### config.mk
export PLATFORM = sky130hd
export DESIGN_NAME = day5_odd_counter
export DESIGN_NICKNAME = d
export VERILOG_FILES = /design/src/rtl/day5_odd_counter.sv
export SDC_FILE = /design/constraint.sdc
export NUM_CORES = 1
export LEC_CHECK = 0
export ABC_AREA = 0
export BUFFER_PORTS_ARGS = -buffer_cell sky130_fd_sc_hd__buf_2
export CORE_AREA = 2 2 39 41
export CTS_CLUSTER_DIAMETER = 40
export DETAILED_ROUTE_END_ITERATION = 16
export DIE_AREA = 0 0 41 43
export SKIP_CTS_REPAIR_TIMING = 1
export SLEW_MARGIN = 20
export SYNTH_ARGS = -nofsm -noshare
export SYNTH_HDL_FRONTEND = slang
export SYNTH_SLANG_ARGS = --single-unit
### constraint.sdc
create_clock -name clk -period 2 [get_ports clk]
set_clock_uncertainty 0.05 [all_clocks]
set_input_delay 0.5 -clock clk [delete_from_list [all_inputs] [get_ports clk]]
set_output_delay 0.5 -clock clk [all_outputs]
set_load 0.02 [all_outputs]
### src/rtl/day5_odd_counter.sv
// day5_odd_counter: free-running odd-number counter (START, START+2, ... wrapping mod 2^WIDTH); ports clk, reset (sync active-high), cnt_o (registered count)
module day5_odd_counter #(
  parameter int unsigned           WIDTH = 8,
  parameter logic [WIDTH-1:0]      START = WIDTH'(1)
) (
  input  logic             clk,
  input  logic             reset,
  output logic [WIDTH-1:0] cnt_o
);
  logic [WIDTH-1:0] cnt_q, cnt_d;
  always_comb cnt_d = reset ? START : cnt_q + WIDTH'(2);
  always_ff @(posedge clk) cnt_q <= cnt_d;
  assign cnt_o = cnt_q;
endmodule

# Word-level counts from Yosys, hierarchy flattened
# Index checks and enable logic that the tools add are counted.
# word_totals
reg_bits	8
wordCells	2
inputBits	2
out_inout_bits	8
# op_classes
addsub	1
# op_table
operator	count
8-bit by 2-bit adder with 8-bit output (second input constant)	1

# Logic depth before layout (Yosys ltp)
# logic_depth
word_depth	1
depth_mapped	4

# Least setup slack after synthesis
# Ideal clock, no wire load.
# synth_path
kind	reg2reg
start	reg cnt_q[1] (netlist: cnt_o[1])
end	reg cnt_q[7] (netlist: cnt_o[7])
t_arrival_ns	1.139
stages_incl_launch_ff	5
path_slack_ns	0.741
path_cell_list	dfxtp_1 -> ha_1 -> nand3_1 -> nor4_1 -> o21bai_1
# synth_between
elab_chain_len	1
# synth_rtl
item	line	rtl
start: declaration	10	logic [WIDTH-1:0] cnt_q, cnt_d;
start signal: assignment	12	always_ff @(posedge clk) cnt_q <= cnt_d;
8-bit by 2-bit adder with 8-bit output	11	always_comb cnt_d = reset ? START : cnt_q + WIDTH'(2);
# No other way between the ends.
# A chain may end at the register's enable or synchronous reset.

# Worst setup path after layout
# layout_path
start	reg cnt_q[4] (netlist: cnt_o[4])
end	out cnt_o[4]
# layout_rtl
item	line	rtl
end: declaration	8	output logic [WIDTH-1:0] cnt_o
# No word-level cell between the ends.

==> impl_summary.md <==
Run status
The flow ran to the end, and the final reports show no timing, DRC or antenna violations.

Critical path
At the worst endpoint, the arrival time is around 0.8 ns. The cell at the slowest stage of the critical path is sky130_fd_sc_hd__dfxtp_1. The signal on the critical path passes through buf_2. The type of the worst setup path is register to primary output. The worst setup path is captured at a primary output. For this run, the slowest stage of the critical path takes roughly 0.38 ns. The largest fanout on the critical path is 4.

The cell class contributing the biggest share of worst-path delay is flip-flops. The number of buffers and inverters on the critical path is 1. The data required time of the critical path is between 1 and 1.5 ns.

The worst setup path is launched from a register.

Synth
The primary flip-flop cell chosen by synthesis mapping is sky130_fd_sc_hd__dfxtp_1. Synthesis handed over a netlist of 31 instances. The most common cell in the synthesized netlist is sky130_fd_sc_hd__dfxtp_1.

By count the netlist is led by sky130_fd_sc_hd__dfxtp_1, sky130_fd_sc_hd__nor2_1. The netlist uses 14 different library cells. The top cell type by area accounts for between 40 and 50% of the synthesized area. The share of flip-flops with an asynchronous set or reset after synthesis is 0%. The library cell occupying the most area in the post-synthesis netlist is sky130_fd_sc_hd__dfxtp_1. The register bit total from synthesis is 7. The yosys synthesis warning count is 0. In this run, synthesis inferred 0 flip-flops with an integrated enable. The synthesized net count is 34. A synthesized cell averages approximately 9.2 µm².

The synthesized netlist occupies a cell area of about 290 µm². Ranked by total cell area, the synthesized netlist is headed by sky130_fd_sc_hd__dfxtp_1, sky130_fd_sc_hd__nor2_1, sky130_fd_sc_hd__xor2_1. Of the synthesized area, sequential elements account for 48.9%.

Clocking
The later-pin clock latency in the skew report is 0.25 ns. CTS placed an instance of sky130_fd_sc_hd__clkbuf_4 at the clock tree root. TritonCTS created 3 clock buffers.

The tree built by TritonCTS fans out to 7 sinks. After clock tree synthesis, the clock-pin slew on the worst setup and hold paths is 0.05 ns. In this run the deepest clock path goes through 2 buffers.

The TritonCTS clock tree is built. In this run the number of H-tree levels came out at 1.

Routing
The count of nets left with antenna violations after detail routing is 0. For this run, the detailed router's first-pass iteration total came to 1. After detailed routing, the number of vias per cell comes to between 4 and 5. After detailed routing, the number of remaining DRC violations is 0.

In the final routed layout, each cell accounts on average for 8.56 µm. The final layout contains routed wiring with a total length of 488 µm. The violation count after the first detailed-routing iteration is 0. The routed layout has approximately 240 vias.

Layout
After filler insertion, the fill cell instance count of the layout stands at approximately 160. The register with the most flip-flops in the layout has 7 of them. Cells with a size suffix above 1 make up approximately 30% of the layout.

The number of antenna diodes in the final layout is 0. The layout net count is 45. The final cell count without fillers is between 50 and 60.

The utilization after layout is about a quarter. The synthesis-to-layout area growth is 24.9%.

Power and ir drop
Summed over all cells, the static leakage comes to between 0.15 and 0.2 nW. The worst-case IR drop observed on VDD is 0.000296 V. The total power per unit cell area is roughly 840 nW/µm².

Placement
The number of placed instances with taps included is 53. Timing analysis after detailed placement gives a worst setup slack of around 0.81 ns. The count of input and output buffers is 8.

The congestion estimate from routability-driven global placement came to between 0.7 and 0.8.

Timing
In the final timing run, aggregate negative setup slack is 0 ns. The number of endpoints with negative hold slack in the final report is 0. Setup violations remaining at the end of the flow were counted as 0.

Based on the critical path, the design can be clocked at up to ~730 MHz. The smallest hold slack is 0.412 ns. Setup repair after global routing left no endpoint under its margin.

The shortest period the worst path allows is approximately 1.4 ns. After layout, the worst setup slack is ~0.63 ns. Of the available clock period, the critical path in the final layout requires about two thirds. The final number of max-transition violations is 0.

Global route
The number of antenna violations at the first check in global routing is 0. The total overflow reported by the global router is 0. Global routing used 7.06% of the available tracks across all layers.

The pin count of the biggest net entering global routing is 10. The number of global-route vias before repair was 213. The wire length of the first global-routing pass is around 800 µm.

Run
The tool flagged a number of max-cap violations equal to 0.

Die
The top-level I/O count is 10. The effective utilization at floorplan is approximately 21%. The area of the die is between 1500 and 2000 µm². In this run the vertical extent of the chip is 43 µm. The number of rows created at floorplan is 14. The floorplan step set the die width to around 40 µm. The region available for standard cell placement spans between 1000 and 1500 µm².

Worst hold path
The class of the worst hold path is register to register.
==> through the flow <==
| step | power [W] | cell area [µm²] |
|---|---|---|
| floorplan | 0.000171 | 287 |
| global placement | 0.000176 | 332 |
| detailed placement | 0.000177 | 332 |
| CTS | 0.000307 | 358 |
| global route | 0.000314 | 358 |
| finish | 0.000299 | 358 |
==> cell families after synthesis <==
logic type / after synthesis / share of synthesized area, %
simple gates: 15 / 25.8
flops: 7 / 48.9
xor+xnor: 3 / 9.17
compound gates: 2 / 5.24
buf+inv: 2 / 5.24
fa+ha+maj: 1 / 4.37
other cells: 1 / 1.31
==> worst reg2reg max path, cell delays in order (launching register included) <==
cell	delay, ns
sky130_fd_sc_hd__dfxtp_1	0.37
sky130_fd_sc_hd__ha_1	0.20
sky130_fd_sc_hd__nand3_1	0.14
sky130_fd_sc_hd__nor4_1	0.22
sky130_fd_sc_hd__o21bai_1	0.14
==> where the power goes <==
group | switching [W] | internal (W)
combinational | 0.0000150 | 0.00000890
clock | 0.0000501 | 0.0000760
sequential | 0.00000446 | 0.000145
==> layout make-up <==
| cell class | instances | area [µm²] | area share, % |
|---|---|---|---|
| clock buffer | 4 | 26.3 | 7.34 |
| tap | 16 | 20.0 | 5.59 |
| multi-input combinational | 22 | 131 | 36.7 |
| sequential | 7 | 140 | 39.2 |
| timing repair buffer | 8 | 40.0 | 11.2 |
==> path summary, 6_finish.rpt <==
check                 from  cells past startpoint  endpoint  slack (ns)
hold reg to reg   cnt_o[1]                      1  cnt_o[1]        0.41
setup / recovery  cnt_o[4]                      1  cnt_o[4]        0.63
hold / removal    cnt_o[1]                      1  cnt_o[1]        0.41
setup reg to reg  cnt_o[1]                      4  cnt_o[7]        0.82
==> routing by layer <==
layer	part of all wire (%)	GRT usage, %	vias to the layer above
met5	0	0	-
met4	3.1	6.00	0
met3	6.6	3.14	2
met2	46	9.69	9
met1	44	7.82	104
li1	-	-	120
==> cell usage in the layout, fill, tap and decap left out <==
cell type	count
sky130_fd_sc_hd__conb_1	1
sky130_fd_sc_hd__or2b_2	1
sky130_fd_sc_hd__buf_2	8
sky130_fd_sc_hd__clkbuf_4	3
sky130_fd_sc_hd__xnor2_1	1
sky130_fd_sc_hd__dfxtp_1	7
sky130_fd_sc_hd__nand2b_1	1
sky130_fd_sc_hd__nand3_1	2
sky130_fd_sc_hd__nand2_1	2
sky130_fd_sc_hd__nor4_1	2
sky130_fd_sc_hd__ha_1	1
sky130_fd_sc_hd__nor2_1	6
sky130_fd_sc_hd__nor2b_1	1
sky130_fd_sc_hd__xor2_1	2
sky130_fd_sc_hd__clkbuf_1	1
sky130_fd_sc_hd__o21bai_1	2
No activity file was read; power rests on OpenSTA's default activity.
